File: config.mk
export PLATFORM = sky130hd
export DESIGN_NAME = gauss_filter_ctrl
export DESIGN_NICKNAME = d
export VERILOG_FILES = /design/src/rtl/gauss_filter_pkg.sv /design/src/rtl/gauss_filter_addrgen.sv /design/src/rtl/gauss_filter_ctrl.sv
export SDC_FILE = /design/constraint.sdc
export NUM_CORES = 1
export LEC_CHECK = 0
export CAP_MARGIN = 20
export CORE_UTILIZATION = 45
export CTS_CLUSTER_SIZE = 16
export DETAILED_ROUTE_END_ITERATION = 10
export PLACE_DENSITY_LB_ADDON = 0.12
export SLEW_MARGIN = 20
export SYNTH_ARGS = -nofsm -noshare
export SYNTH_HDL_FRONTEND = slang
export SYNTH_HIERARCHICAL = 1
export SYNTH_SLANG_ARGS = --single-unit
File: constraint.sdc
create_clock -name clk -period 2.5 [get_ports clk]
set_input_delay 0.5 -clock clk [delete_from_list [all_inputs] [get_ports clk]]
set_output_delay 0.5 -clock clk [all_outputs]
set_load 0.1 [all_outputs]
File: src/rtl/gauss_filter_pkg.sv
// Shared definitions for the two-pass Gaussian filter controller:
// FSM state encoding, default image geometry and coordinate width.
package gauss_filter_pkg;

    localparam int unsigned IMG_W_DEF = 256;
    localparam int unsigned IMG_H_DEF = 256;
    localparam int unsigned COORD_W   = 10;

    typedef logic [2:0] state_t;

    localparam state_t StIdle  = 3'd0;
    localparam state_t StStart = 3'd1;
    localparam state_t StPass0 = 3'd2;
    localparam state_t StPass1 = 3'd3;
    localparam state_t StFin   = 3'd4;
    localparam state_t StErr   = 3'd5;

endpackage

File: src/rtl/gauss_filter_addrgen.sv
// Column/row pixel counters for one filter pass plus the transpose mux
// that turns the row scan into a column write-back in the second pass.
module gauss_filter_addrgen
    import gauss_filter_pkg::*;
#(
    parameter int unsigned IMG_W = IMG_W_DEF,
    parameter int unsigned IMG_H = IMG_H_DEF
) (
    input  logic               clk,
    input  logic               rst,
    input  logic               clr,
    input  logic               adv,
    input  logic               transpose,
    output logic [COORD_W-1:0] px,
    output logic [COORD_W-1:0] py,
    output logic               last
);

    localparam int unsigned CW = (IMG_W > 1) ? $clog2(IMG_W) : 1;
    localparam int unsigned RW = (IMG_H > 1) ? $clog2(IMG_H) : 1;
    localparam logic [CW-1:0] ColMax = CW'(IMG_W - 1);
    localparam logic [RW-1:0] RowMax = RW'(IMG_H - 1);

    logic [CW-1:0] col_q, col_d;
    logic [RW-1:0] row_q, row_d;

    always_comb begin
        col_d = col_q;
        row_d = row_q;
        if (clr) begin
            col_d = '0;
            row_d = '0;
        end else if (adv) begin
            if (col_q == ColMax) begin
                col_d = '0;
                row_d = (row_q == RowMax) ? '0 : row_q + RW'(1);
            end else begin
                col_d = col_q + CW'(1);
            end
        end
    end

    always_ff @(posedge clk) begin
        if (rst) begin
            col_q <= '0;
            row_q <= '0;
        end else begin
            col_q <= col_d;
            row_q <= row_d;
        end
    end

    assign last = (col_q == ColMax) && (row_q == RowMax);
    assign px   = transpose ? COORD_W'(row_q) : COORD_W'(col_q);
    assign py   = transpose ? COORD_W'(col_q) : COORD_W'(row_q);

endmodule

File: src/rtl/gauss_filter_ctrl.sv
// Frame controller for a separable Gaussian filter: row pass into the dest
// ram, then a transposed pass back into the source ram, with a watchdog.
module gauss_filter_ctrl
    import gauss_filter_pkg::*;
#(
    parameter int unsigned IMG_W    = IMG_W_DEF,
    parameter int unsigned IMG_H    = IMG_H_DEF,
    parameter int unsigned WDOG_MAX = 1023
) (
    input  logic               clk,
    input  logic               rst,
    input  logic               cmd_valid,
    output logic               cmd_ready,
    output logic               rd_start,
    input  logic               flt_vld,
    output logic               wr_en,
    output logic               wr_sel,
    output logic [COORD_W-1:0] wr_px,
    output logic [COORD_W-1:0] wr_py,
    output logic               busy,
    output logic               done,
    output logic               err
);

    localparam int unsigned WW = $clog2(WDOG_MAX + 1);
    localparam logic [WW-1:0] WdogLast = WW'(WDOG_MAX - 1);

    state_t             state_q, state_d;
    logic [WW-1:0]      wdog_q, wdog_d;
    logic               err_q, err_d;
    logic               rd_start_q, wr_en_q, wr_sel_q;
    logic [COORD_W-1:0] wr_px_q, wr_py_q;
    logic [COORD_W-1:0] ag_px, ag_py;
    logic               ag_last;
    logic               in_pass, accept, adv;

    assign in_pass = (state_q == StPass0) || (state_q == StPass1);
    assign accept  = cmd_valid && (state_q == StIdle);
    assign adv     = in_pass && flt_vld;

    gauss_filter_addrgen #(
        .IMG_W (IMG_W),
        .IMG_H (IMG_H)
    ) u_addrgen (
        .clk       (clk),
        .rst       (rst),
        .clr       (accept),
        .adv       (adv),
        .transpose (state_q == StPass1),
        .px        (ag_px),
        .py        (ag_py),
        .last      (ag_last)
    );

    always_comb begin
        state_d = state_q;
        wdog_d  = wdog_q;
        err_d   = err_q;
        case (state_q)
            StIdle: begin
                if (accept) begin
                    state_d = StStart;
                    wdog_d  = '0;
                    err_d   = 1'b0;
                end
            end
            StStart: state_d = StPass0;
            StPass0, StPass1: begin
                // A pixel arriving on the expiry cycle still wins over the watchdog.
                if (flt_vld) begin
                    wdog_d = '0;
                    if (ag_last) begin
                        state_d = (state_q == StPass0) ? StPass1 : StFin;
                    end
                end else begin
                    wdog_d = wdog_q + WW'(1);
                    if (wdog_q == WdogLast) begin
                        state_d = StErr;
                        err_d   = 1'b1;
                    end
                end
            end
            StFin:   state_d = StIdle;
            StErr:   state_d = StIdle;
            default: state_d = StIdle;
        endcase
    end

    always_ff @(posedge clk) begin
        if (rst) begin
            state_q    <= StIdle;
            wdog_q     <= '0;
            err_q      <= 1'b0;
            rd_start_q <= 1'b0;
            wr_en_q    <= 1'b0;
            wr_sel_q   <= 1'b0;
            wr_px_q    <= '0;
            wr_py_q    <= '0;
        end else begin
            state_q    <= state_d;
            wdog_q     <= wdog_d;
            err_q      <= err_d;
            rd_start_q <= (state_q == StStart);
            wr_en_q    <= adv;
            if (adv) begin
                wr_sel_q <= (state_q == StPass1);
                wr_px_q  <= ag_px;
                wr_py_q  <= ag_py;
            end
        end
    end

    assign cmd_ready = (state_q == StIdle);
    assign busy      = (state_q != StIdle);
    assign done      = (state_q == StFin);
    assign err       = err_q;
    assign rd_start  = rd_start_q;
    assign wr_en     = wr_en_q;
    assign wr_sel    = wr_sel_q;
    assign wr_px     = wr_px_q;
    assign wr_py     = wr_py_q;

endmodule
## Word-level counts from Yosys, hierarchy flattened

Cells that the tools add are included.

- Bits in latches: 0
- Output and inout bits: 27
- Word-level logic and storage cells: 55
- Bits in registers: 53
- Bits in read-only memories: 0
- Bits in writable memories: 0
- Input port bits: 4
- Memories: 0

- $mul: 0
- Muxes and demuxes: 17
- Bitwise operators: 0
- Add/sub/neg operators: 3
- Eq/ne operators: 12
- Divide/modulo/power cells: 0
- $lt $le $gt $ge: 0
- Reduce and logical (&&, ||, !) cells: 13
- Shift-type cells: 0

Operators with widths:

| operator | count |
|---|---|
| 8-bit two-way mux | 4 |
| 10-bit two-way mux | 2 |
| 10-bit one-hot mux with 2 select lines | 1 |
| 8-bit by 1-bit adder with 8-bit output, second input constant | 2 |
| 8-bit equality test, second input constant | 2 |
| 3-bit two-way mux | 5 |
| 10-bit by 1-bit adder with 10-bit output, second input constant | 1 |
| 10-bit equality test, second input constant | 1 |
| 3-bit one-hot mux with 3 select lines | 1 |
| 3-bit by 2-bit equality test with 1-bit output, second input constant | 2 |
| 3-bit inequality test, second input constant | 2 |
| 2-bit inequality test, second input constant | 2 |
| 2-bit AND reduction | 2 |
| 4-bit AND reduction | 1 |
| 2-bit OR reduction | 2 |
| 3-bit by 1-bit equality test with 1-bit output, second input constant | 1 |
| 3-bit equality test, second input constant | 1 |
| 1-bit logical AND | 3 |
| 3-bit zero test | 1 |
| 1-bit two-way mux | 3 |
| 3-bit AND reduction | 1 |
| 3-bit nonzero test | 1 |
| 2-bit by 1-bit inequality test with 1-bit output, second input constant | 1 |
| 1-bit one-hot mux with 2 select lines | 1 |
| 2 further kinds | 2 |

## Logic depth before layout (Yosys ltp)

Gate-level depths: netlist (run 1).

- Word-level depth: 5
- Mapped depth: 9
- Gate-level depth less buffers: 7

## Modules after synthesis

Netlist (run 1), hierarchy kept.

By module, submodules not included:

| module | cells an instance | area each (um2) | instances |
|---|---|---|---|
| gauss_filter_ctrl | 188 | 1534.0 | 1 |
| gauss_filter_addrgen | 114 | 1002.2 | 1 |

## Least setup slack after synthesis (run 1)

Ideal clock, no wire load.

- Kind: reg2out
- From: reg state_q[1]
- To: out done
- Cell stages (with the launch flop): 3
- Setup slack: -750 ps
- Data arrival time: 2750 ps
- Buffers on the path: 1
- Cell sequence: dfxtp_1 > clkbuf_1 > nor3b_1

- Cells in the longest elaborated chain, start to end: 1

Ends and longest elaborated chain:

| item | RTL line | text |
|---|---|---|
| start: declaration | gauss_filter_ctrl.sv:28 | `state_t state_q, state_d;` |
| start signal: assignment | gauss_filter_ctrl.sv:91 | `state_q <= StIdle;` |
| start signal: assignment | gauss_filter_ctrl.sv:100 | `state_q <= state_d;` |
| 3-bit equality test | gauss_filter_ctrl.sv:115 | `assign done = (state_q == StFin);` |
| end: declaration | gauss_filter_ctrl.sv:21 | `output logic done,` |

Every way passes these cells.

## Worst setup path in the final report (run 1)

- From: reg state_q[1]
- To: out cmd_ready

- Cells in the longest elaborated chain, start to end: 1

Ends and longest elaborated chain:

| item | RTL line | text |
|---|---|---|
| 3-bit zero test | gauss_filter_ctrl.sv:113 | `assign cmd_ready = (state_q == StIdle);` |
| end: declaration | gauss_filter_ctrl.sv:13 | `output logic cmd_ready,` |

Every way passes these cells.

==> Implementation_results.wiki, run 1 <==
{| class="wikitable"
! Metric !! Value
|-
| Run status || finished clean
|-
| Internal cell power || between 1 and 1.5 mW
|-
| CTS H-tree lvls || 2
|-
| Antenna diode instance count || 0
|-
| Max-capacitance violation count || 0
|-
| Clock tree root buffer cell || sky130_fd_sc_hd__clkbuf_8
|-
| Sum of negative setup slack || 0 ns
|-
| Critical Path RT || 2.00 ns
|-
| Adder-cell share of the synthesized area || 0.0197
|-
| Number of flip-flops and latches in the synthesized netlist || 53
|-
| Number of cells after detailed placement || 392
|-
| Async set-reset flop share out of synthesis || 0
|-
| Simple-Gate Fraction of Synth Area || 0.265
|-
| Via count normalized by instance count || approximately 5.3
|-
| Power density over the cells || between 700 and 800 mW/mm^2
|-
| Arr. time, crit path || ~1.6 ns
|-
| Average routed wire per standard cell || 13.7 um
|-
| Clock net sink count || 53
|-
| Power share of the clock group || 0.298
|-
| Synthesized area per cell || 8.40 um^2
|-
| Remaining DRCs || 0
|-
| Critical Path Max Stage Delay || 0.53 ns
|-
| Via count of the first global-routing pass || just under 2k
|-
| Total Routing Usage GR || 0.199
|-
| Crit path max-delay cell type || sky130_fd_sc_hd__or3_2
|-
| TritonCTS clock tree || built
|-
| Area Overhead vs Synth || 16.3%
|-
| I/O pin count || 31
|-
| Final Critical Period || about 2.1 ns
|-
| TritonRoute pass-1 iters || 4
|-
| Post-CTS sizing || 0
|-
| Final-layout fill cell count || ~510
|-
| Achievable frequency || around 470 MHz
|-
| Via count of the routed design || ~2.1k
|-
| Part of the power in combinational logic || 0.267
|-
| Combinational family with the most area after synthesis || simple AND/OR/NAND/NOR gates
|-
| Count of buffers from port buffering || 30
|-
| Routed WL || 5460 um
|-
| Leakage component of the power || 1.11 nW
|-
| Cts hold-fix bufs || 0
|-
| RSZ-0062 raised after global routing || no
|-
| Site Rows || 26
|-
| Ys flop type || sky130_fd_sc_hd__dfxtp_1
|-
| Initial antenna violation count || 0
|-
| Proportion of total power due to net switching || 0.356
|-
| Sum of buffers and inverters on the critical path || 3
|-
| Kind of path behind the tightest hold check || reg -> reg
|-
| Switching power summed over all nets || approximately 0.74 mW
|-
| Leading cell type in the layout, fill and taps excluded || sky130_fd_sc_hd__nand2_1
|-
| Post-synth design cell area || between 0.002 and 0.003 mm^2
|-
| Final worst clock skew || between 0.01 and 0.015 ns
|-
| Dominant cells by area after synthesis || sky130_fd_sc_hd__dfxtp_1 (42%), sky130_fd_sc_hd__nand2_1 (8.3%), sky130_fd_sc_hd__a21oi_1 (6.7%)
|-
| Count of unique library cells instantiated by Yosys || 48
|-
| Post-DP HPWL || 3790 um
|-
| Part of the total power dissipated in sequential elements || 0.435
|-
| Startpoint type of the worst setup path || flop
|-
| Total of warnings raised by yosys || 6
|-
| Post-Route Utilization || 0.560
|-
| Total core area || 0.00527 mm^2
|-
| Startpoint of the lowest-slack hold path || wr_py[1]
|-
| Layout Nets || 337
|-
| Worst setup startpoint || state_q[1]
|-
| Number of endpoints with negative hold slack in the final report || 0
|-
| First-pass GRT wire length || roughly 9400 um
|-
| Cell Count, Final, Fillers Out || 400
|-
| Maximum fanout along the worst path || 14
|-
| Max-slew violation total from the final report || 0
|-
| Area of the die || approximately 0.0059 mm^2
|-
| Setup Buffers After CTS || 0
|-
| Portion of netlist area occupied by mux cells || 0.0705
|-
| Number of routed nets with antenna violations || 0
|-
| Top delay family on crit path || simple AND/OR/NAND/NOR gates
|-
| Sequential cell area fraction in the yosys report || 0.418
|-
| Clock-pin slew reported for the worst setup and hold paths after clock tree synthesis || about 0.10 ns
|-
| Synthesized instance count || 302
|-
| Peak ir drop on the vdd network || around 0.00043 V
|-
| Initial cell density of the core || 0.481
|-
| Class of the most critical setup path || reg -> out
|-
| Clk Latency, worst-skew pair || 0.32 ns
|-
| Launching point of the worst reg2reg path || state_q[0]
|-
| Leading cell types in the layout, fill and taps excluded || sky130_fd_sc_hd__nand2_1 (56), sky130_fd_sc_hd__dfxtp_1 (53), sky130_fd_sc_hd__a21oi_1 (34)
|-
| Period utilisation layout || 0.843
|-
| Number of DRC violations after detailed-routing iteration 0 || ~110
|-
| Die X-Extent || roughly 77 um
|-
| Final number of setup-violating endpoints || 0
|-
| Xor and xnor fraction of the mapped netlist area || 0.0449
|-
| Maximum number of pins on one net before global-route repair || 34
|-
| Number of buffers between clock root and the deepest sink || 2
|-
| Synth Area in Compound Gates || 0.130
|-
| Gpl congestion || 0.779
|-
| Post-synth EDFFs || 0
|-
| Total congestion overflow after global routing || 0
|-
| Clock buffers created by TritonCTS || 5
|-
| Yosys top cell area share || 0.418
|-
| Vertical die dimension || 77.1 um
|-
| Worst Setup End Kind || primary output
|-
| Critical path, cell by cell || buf_4 -> or3_2 -> clkinvlp_4 -> buf_12
|-
| Cell type with the largest total area after synthesis || sky130_fd_sc_hd__dfxtp_1
|-
| Share of cells above drive strength 1 || 0.200
|}
==> state kept, by name, summed over array words and instances, names as in the netlist <==
signal and flops:
state_q 3, u_addrgen/col_q 8, wr_px 10, wdog_q 10, err 1, u_addrgen/row_q 8
wr_py 10, wr_en 1, wr_sel 1, rd_start 1
==> cell usage after synthesis (5+ instances only) <==
master / n
sky130_fd_sc_hd__o21ai_0: 12
sky130_fd_sc_hd__and4_1: 5
sky130_fd_sc_hd__clkbuf_1: 8
sky130_fd_sc_hd__dfxtp_1: 53
sky130_fd_sc_hd__nor2_1: 28
sky130_fd_sc_hd__a21oi_1: 34
sky130_fd_sc_hd__xor2_1: 9
sky130_fd_sc_hd__nand3_1: 7
sky130_fd_sc_hd__nand2_1: 56
sky130_fd_sc_hd__buf_2: 5
sky130_fd_sc_hd__mux2_2: 15
==> stage by stage <==
stage               setup slack, ns  area, um^2  total power, mW  hold WS, ns
finish                        0.394        2950             2.08        0.462
global route                  0.320        2950             2.18        0.481
CTS                           0.383        2950             2.10        0.464
floorplan                     0.240        2560             1.34        0.448
global placement              0.218        2830             1.48        0.445
detailed placement            0.183        2830             1.48        0.449
==> cells by family (layout without fill, tap and decap cells) <==
logic type | Yosys count | in the layout
simple gates | 133 | 133
mux | 16 | 16
buf+inv | 24 | 49
fa+ha+maj | 4 | 4
flops | 53 | 53
xor+xnor | 13 | 13
other cells | 1 | 4
compound gates | 58 | 58
==> worst register-to-register path, delay by kind of cell, from the launching register on <==
| kind | cells | cell delay (ns) |
|---|---|---|
| AO/OA/AOI/OAI | 1 | 0.08 |
| AND/OR/NAND/NOR | 4 | 1.17 |
| flip-flops | 1 | 0.55 |
==> metal layers <==
metal  track usage  up-vias  wire (um)
met1         0.267      969       2840
met4        0.0698        0         65
li1              -     1092          -
met5             0        -          0
met2         0.317       46       2330
met3        0.0393        7        229
==> cell type report <==
cell class	instances	area, um^2	share of cell area
clock inverters	3	50.0	0.0170
inverters	4	18.8	0.00636
repair buffers	37	298	0.101
multi-input cells	228	1370	0.463
well taps	70	87.6	0.0297
flip-flops and latches	53	1060	0.360
clock buffers	5	68.8	0.0233
==> worst paths after layout <==
kind / end / slack [ns] / cells after the start
setup / recovery: cmd_ready / 0.39 / 4
hold / removal: wr_py[1] / 0.46 / 2
setup reg to reg: u_addrgen/row_q[6] / 0.62 / 5
hold reg to reg: wr_py[1] / 0.46 / 2
==> power groups by stage <==
stage / logic, mW / clock network [mW] / registers (mW)
detailed placement: 0.556 / 0 / 0.921
global route: 0.597 / 0.671 / 0.908
global placement: 0.555 / 0 / 0.921
CTS: 0.558 / 0.638 / 0.902
floorplan: 0.334 / 0 / 1.00
finish: 0.556 / 0.619 / 0.903
Note: power is estimated with default switching activity, not from simulation.
==> run 2: changes to the inputs <==
Clock period 2.5 ns to 2.05 ns, I/O delays scaled along.
==> Implementation_results.wiki, run 2 (same netlist as run 1, synthesis figures left out) <==
{| class="wikitable"
! Metric !! Value
|-
| Run status || finished clean (unchanged)
|-
| Via count normalized by instance count || 5.34 (was 5.29)
|-
| Leading cell types in the layout, fill and taps excluded || sky130_fd_sc_hd__nand2_1 (56), sky130_fd_sc_hd__dfxtp_1 (53), sky130_fd_sc_hd__buf_4 (42) (was sky130_fd_sc_hd__nand2_1 (56), sky130_fd_sc_hd__dfxtp_1 (53), sky130_fd_sc_hd__a21oi_1 (34))
|-
| Critical Path Max Stage Delay || 0.52 ns (was 0.53 ns)
|-
| Total Routing Usage GR || 0.203 (was 0.199)
|-
| I/O pin count || 31 (unchanged)
|-
| Initial antenna violation count || 0 (unchanged)
|-
| Peak ir drop on the vdd network || 0.000532 V (was 0.000431 V)
|-
| Post-CTS sizing || 0 (unchanged)
|-
| Number of cells after detailed placement || 404 (was 392)
|-
| Class of the most critical setup path || reg -> out (unchanged)
|-
| Leading cell type in the layout, fill and taps excluded || sky130_fd_sc_hd__nand2_1 (unchanged)
|-
| Clock-pin slew reported for the worst setup and hold paths after clock tree synthesis || 0.10 ns (about the same)
|-
| Setup Buffers After CTS || 0 (unchanged)
|-
| RSZ-0062 raised after global routing || no (unchanged)
|-
| Post-placement setup slack || -0.0189 ns (was 0.183 ns)
|-
| Clock buffers created by TritonCTS || 5 (unchanged)
|-
| Arr. time, crit path || 1.53 ns (was 1.61 ns)
|-
| Clock tree root buffer cell || sky130_fd_sc_hd__clkbuf_8 (unchanged)
|-
| Number of routed nets with antenna violations || 0 (unchanged)
|-
| TritonCTS clock tree || built (unchanged)
|-
| Total congestion overflow after global routing || 0 (unchanged)
|-
| Cts hold-fix bufs || 0 (unchanged)
|-
| Number of endpoints with negative hold slack in the final report || 0 (unchanged)
|-
| Final worst-path setup slack || 0.107 ns (was 0.394 ns)
|-
| Average routed wire per standard cell || 13.8 um (was 13.7 um)
|-
| Launching point of the worst reg2reg path || state_q[1] (was state_q[0])
|-
| Via count of the first global-routing pass || 1964 (was 1956)
|-
| Area of the die || 0.00594 mm^2 (unchanged)
|-
| Post-DP HPWL || 4100 um (was 3790 um)
|-
| Maximum number of pins on one net before global-route repair || 34 (unchanged)
|-
| Placed Area || 0.00296 mm^2 (was 0.00283 mm^2)
|-
| Layout Nets || 349 (was 337)
|-
| CTS H-tree lvls || 2 (unchanged)
|-
| Critical path, cell by cell || or3_2 -> clkinvlp_4 -> buf_12 (was buf_4 -> or3_2 -> clkinvlp_4 -> buf_12)
|-
| Number of DRC violations after detailed-routing iteration 0 || 135 (was 111)
|-
| Post-Layout Inst Area || 0.00307 mm^2 (was 0.00295 mm^2)
|-
| Leakage component of the power || 1.17 nW (was 1.11 nW)
|-
| Total core area || 0.00527 mm^2 (unchanged)
|-
| Via count of the routed design || 2200 (was 2114)
|-
| Power density over the cells || 837 mW/mm^2 (was 705 mW/mm^2)
|-
| Number of buffers between clock root and the deepest sink || 2 (unchanged)
|-
| Sum of negative setup slack || 0 ns (unchanged)
|-
| Clock net sink count || 53 (unchanged)
|-
| Site Rows || 26 (unchanged)
|-
| Final hold slack || 0.462 ns (about the same)
|-
| Routed WL || 5670 um (was 5460 um)
|-
| Critical Path RT || 1.64 ns (was 2.00 ns)
|-
| Die X-Extent || 77.1 um (unchanged)
|-
| Remaining DRCs || 0 (unchanged)
|-
| Register-to-register setup slack || 0.28 ns (was 0.62 ns)
|-
| Worst Hold Depth || 2 (unchanged)
|-
| Final number of setup-violating endpoints || 0 (unchanged)
|-
| Crit path max-delay cell type || sky130_fd_sc_hd__or3_2 (unchanged)
|-
| Startpoint type of the worst setup path || flop (unchanged)
|-
| Final worst clock skew || 0.0100 ns (was 0.0102 ns)
|-
| Count of buffers from port buffering || 30 (unchanged)
|-
| Gpl congestion || 0.850 (was 0.779)
|-
| Post-route total power || 2.57 mW (was 2.08 mW)
|-
| Post-Route Utilization || 0.583 (was 0.560)
|-
| Sum of buffers and inverters on the critical path || 2 (was 3)
|-
| First-pass GRT wire length || 9550 um (was 9420 um)
|-
| Number of cells on the critical path || 3 (was 4)
|-
| Max-capacitance violation count || 0 (unchanged)
|-
| Period utilisation layout || 0.948
|-
| Share of cells above drive strength 1 || 0.228 (was 0.200)
|-
| Area Overhead vs Synth || 21.2% (was 16.3%)
|-
| End of the worst register-to-register path || u_addrgen/row_q[6] (unchanged)
|-
| Startpoint of the lowest-slack hold path || wr_py[9] (was wr_py[1])
|-
| Cell Count, Final, Fillers Out || 412 (was 400)
|-
| Max-slew violation total from the final report || 0 (unchanged)
|-
| Final-layout fill cell count || 518 (was 507)
|-
| Final Critical Period || a little under 2 ns
|-
| Top delay family on crit path || simple AND/OR/NAND/NOR gates (unchanged)
|-
| Antenna diode instance count || 0 (unchanged)
|-
| Initial cell density of the core || 0.481 (unchanged)
|-
| Worst Setup End Kind || primary output (unchanged)
|-
| Kind of path behind the tightest hold check || reg -> reg (unchanged)
|-
| TritonRoute pass-1 iters || 4 (unchanged)
|-
| Reg2reg path depth || 7 (was 5)
|-
| Maximum fanout along the worst path || 8 (was 14)
|-
| Clk Latency, worst-skew pair || 0.31 ns (was 0.32 ns)
|-
| Achievable frequency || slightly above 500 MHz
|-
| Endpoint of the worst hold path || wr_py[9] (was wr_py[1])
|-
| Vertical die dimension || 77.1 um (unchanged)
|}
[run 2: cell types whose count changed in the layout (fill, tap and decap cells not counted)]
cell / before / now
sky130_fd_sc_hd__clkinvlp_4: 1 / 2
sky130_fd_sc_hd__buf_4: 33 / 42
sky130_fd_sc_hd__inv_8: 1 / 0
sky130_fd_sc_hd__buf_12: 1 / 4
[run 2: worst min-delay path: stages, from the launching register on]
cell and delay, ns:
sky130_fd_sc_hd__dfxtp_1 0.32, sky130_fd_sc_hd__nand2_1 0.05, sky130_fd_sc_hd__a21oi_1 0.05
[run 2: final cells by class]
type,count,area [um^2],area share
sequential,53,1060,0.345
clock inverter,3,46.3,0.0151
multi-input combinational,228,1370,0.444
inverter,4,18.8,0.00611
tap,70,87.6,0.0285
clock buffer,5,68.8,0.0224
timing repair buffer,49,425,0.138
[run 2: how the worst max path moves through the flow]
| stage | slack (ns) | start | end |
|---|---|---|---|
| floorplan | -0.12 | state_q[1] | done |
| global placement | 0.02 | cmd_valid | u_addrgen/row_q[4] |
| detailed placement | -0.02 | cmd_valid | u_addrgen/row_q[6] |
| CTS | 0.1 | state_q[0] | cmd_ready |
| global route | 0.05 | state_q[0] | cmd_ready |
| finish | 0.11 | state_q[0] | cmd_ready |
[run 2: report_power, final]
group          internal (mW)  switching [mW]
Combinational          0.249           0.497
Clock                  0.366           0.356
Sequential              1.06          0.0405
Total                   1.68           0.894
[run 2: per-layer routing]
layer,global-route usage,vias up,wire length (um)
li1,-,1115,-
met1,0.269,1037,2750
met2,0.330,43,2650
met3,0.0452,5,212
met4,0.0623,0,63
met5,0,-,0
==> run 3: changes to the inputs <==
--- a/config.mk
+++ b/config.mk
@@ -7,4 +7,5 @@
 export LEC_CHECK = 0
 export CAP_MARGIN = 20
+export CORE_MARGIN = 2
 export CORE_UTILIZATION = 45
 export CTS_CLUSTER_SIZE = 16
==> constraint.sdc (replaced) <==
create_clock -name clk -period 2.05 [get_ports clk]
set_input_delay 0.615 -clock clk [delete_from_list [all_inputs] [get_ports clk]]
set_output_delay 0.615 -clock clk [all_outputs]
set_load 0.1 [all_outputs]
==> Implementation_results.wiki, run 3 (same netlist as run 1, synthesis figures left out) <==
{| class="wikitable"
! Metric !! Value
|-
| Launching point of the worst reg2reg path || u_addrgen/row_q[1] (was state_q[1])
|-
| Setup Buffers After CTS || 0 (unchanged)
|-
| Initial antenna violation count || 0 (unchanged)
|-
| TritonRoute pass-1 iters || 4 (unchanged)
|-
| Die X-Extent || 79.1 um (was 77.1 um)
|-
| Post-Route Utilization || 0.618 (was 0.583)
|-
| Clk Latency, worst-skew pair || 0.31 ns (about the same)
|-
| Vertical die dimension || 79.1 um (was 77.1 um)
|-
| Clock tree root buffer cell || sky130_fd_sc_hd__clkbuf_8 (unchanged)
|-
| Number of DRC violations after detailed-routing iteration 0 || 67 (was 135)
|-
| Remaining DRCs || 0 (unchanged)
|-
| Critical Path RT || 1.43 ns (was 1.64 ns)
|-
| Cell Count, Final, Fillers Out || 417 (was 412)
|-
| Post-DP HPWL || 4100 um (about the same)
|-
| Critical path, cell by cell || or3_4 -> clkinvlp_4 -> buf_12 (was or3_2 -> clkinvlp_4 -> buf_12)
|-
| Gpl congestion || 0.876 (was 0.850)
|-
| Post-CTS sizing || 0 (unchanged)
|-
| Final worst clock skew || 0.0127 ns (was 0.0100 ns)
|-
| Clock net sink count || 53 (unchanged)
|-
| RSZ-0062 raised after global routing || no (unchanged)
|-
| Crit path max-delay cell type || sky130_fd_sc_hd__dfxtp_1 (was sky130_fd_sc_hd__or3_2)
|-
| Startpoint of the lowest-slack hold path || wdog_q[7] (was wr_py[9])
|-
| Max-capacitance violation count || 0 (unchanged)
|-
| Via count normalized by instance count || 5.23 (was 5.34)
|-
| Final hold slack || 0.494 ns (was 0.462 ns)
|-
| Maximum number of pins on one net before global-route repair || 25 (was 34)
|-
| Period utilisation layout || 0.965 (was 0.948)
|-
| Arr. time, crit path || 1.36 ns (was 1.53 ns)
|-
| Via count of the routed design || 2180 (was 2200)
|-
| Share of cells above drive strength 1 || 0.238 (was 0.228)
|-
| Total congestion overflow after global routing || 0 (unchanged)
|-
| Clock buffers created by TritonCTS || 5 (unchanged)
|-
| Area Overhead vs Synth || 33.3% (was 21.2%)
|-
| Achievable frequency || 505 MHz (was 515 MHz)
|-
| Number of endpoints with negative hold slack in the final report || 0 (unchanged)
|-
| Site Rows || 27 (was 26)
|-
| Worst setup startpoint || state_q[0] (unchanged)
|-
| Area of the die || 0.00625 mm^2 (was 0.00594 mm^2)
|-
| Total core area || 0.00547 mm^2 (was 0.00527 mm^2)
|-
| Number of routed nets with antenna violations || 0 (unchanged)
|-
| Antenna diode instance count || 0 (unchanged)
|-
| Leading cell type in the layout, fill and taps excluded || sky130_fd_sc_hd__nand2_1 (unchanged)
|-
| Final number of setup-violating endpoints || 0 (unchanged)
|-
| First-pass GRT wire length || 9850 um (was 9550 um)
|-
| Top delay family on crit path || flip-flops (was simple AND/OR/NAND/NOR gates)
|-
| Peak ir drop on the vdd network || 0.000562 V (was 0.000532 V)
|-
| Run status || finished clean (unchanged)
|-
| Count of buffers from port buffering || 30 (unchanged)
|-
| Layout Nets || 352 (was 349)
|-
| Worst Hold Depth || 2 (unchanged)
|-
| Number of cells on the critical path || 3 (unchanged)
|-
| Routed WL || 5710 um (was 5670 um)
|-
| TritonCTS clock tree || built (unchanged)
|-
| Total Routing Usage GR || 0.198 (was 0.203)
|-
| Number of cells after detailed placement || 409 (was 404)
|-
| Worst Setup End Kind || primary output (unchanged)
|-
| Critical Path Max Stage Delay || 0.40 ns (was 0.52 ns)
|-
| Post-Layout Inst Area || 0.00338 mm^2 (was 0.00307 mm^2)
|-
| Placed Area || 0.00327 mm^2 (was 0.00296 mm^2)
|-
| Via count of the first global-routing pass || 2125 (was 1964)
|-
| Leakage component of the power || 1.25 nW (was 1.17 nW)
|-
| Post-route total power || 2.54 mW (was 2.57 mW)
|-
| Average routed wire per standard cell || 13.7 um (was 13.8 um)
|-
| Number of buffers between clock root and the deepest sink || 2 (unchanged)
|-
| Final Critical Period || 1.98 ns (was 1.94 ns)
|-
| Clock-pin slew reported for the worst setup and hold paths after clock tree synthesis || 0.10 ns (about the same)
|-
| Initial cell density of the core || 0.463 (was 0.481)
|-
| I/O pin count || 31 (unchanged)
|-
| Max-slew violation total from the final report || 0 (unchanged)
|-
| Leading cell types in the layout, fill and taps excluded || sky130_fd_sc_hd__nand2_1 (56), sky130_fd_sc_hd__dfxtp_1 (53), sky130_fd_sc_hd__a21oi_1 (34) (was sky130_fd_sc_hd__nand2_1 (56), sky130_fd_sc_hd__dfxtp_1 (53), sky130_fd_sc_hd__buf_4 (42))
|-
| Startpoint type of the worst setup path || flop (unchanged)
|-
| Kind of path behind the tightest hold check || reg -> reg (unchanged)
|-
| Class of the most critical setup path || reg -> out (unchanged)
|-
| Cts hold-fix bufs || 0 (unchanged)
|-
| Power density over the cells || 752 mW/mm^2 (was 837 mW/mm^2)
|-
| Final-layout fill cell count || 476 (was 518)
|-
| Maximum fanout along the worst path || 8 (unchanged)
|-
| Sum of buffers and inverters on the critical path || 2 (unchanged)
|-
| CTS H-tree lvls || 2 (unchanged)
|-
| Reg2reg path depth || 6 (was 7)
|}
## run 3: through the flow
step / TNS (ns) / setup slack, ns
3_3_place_gp: -1.86 / -0.202
3_5_place_dp: -2.10 / -0.215
2_1_floorplan: -0.299 / -0.299
6_report: 0 / 0.0712
4_1_cts: 0 / 0.0565
5_1_grt: 0 / 0.00225
## run 3: where the power goes
part,leakage (nW),switching [mW],internal [mW]
Clock,0.0542,0.348,0.306
Sequential,0.428,0.0422,1.06
Combinational,0.765,0.497,0.287
## run 3: final cells by class
class,instances,area [um^2],area share
Timing Repair Buffer,52,736,0.218
Inverter,4,18.8,0.00555
Sequential cell,53,1060,0.314
Multi-Input combinational cell,228,1370,0.406
Clock inverter,1,5.00,0.00148
Tap cell,72,90.1,0.0266
Clock buffer,7,96.3,0.0285
## run 3: worst reg2reg max path: stages (launching register included)
cell and delay (ns):
sky130_fd_sc_hd__dfxtp_1 0.49, sky130_fd_sc_hd__ha_1 0.30, sky130_fd_sc_hd__nand3_1 0.14, sky130_fd_sc_hd__nor3_2 0.27, sky130_fd_sc_hd__a21oi_1 0.11, sky130_fd_sc_hd__o21ai_0 0.17, sky130_fd_sc_hd__o22ai_1 0.10
## run 3: final timing paths
| kind | end | slack (ns) |
|---|---|---|
| max | cmd_ready | 0.07 |
| min | wdog_q[7] | 0.49 |
| max reg2reg | state_q[1] | 0.35 |
| min reg2reg | wdog_q[7] | 0.49 |
## run 3: metal layers
| layer | up-vias | GRT usage | wire length [um] |
|---|---|---|---|
| met3 | 5 | 0.0409 | 197 |
| met4 | 0 | 0.0707 | 72 |
| met1 | 1020 | 0.251 | 2640 |
| met5 | - | 0 | 0 |
| met2 | 39 | 0.334 | 2800 |
| li1 | 1116 | - | - |
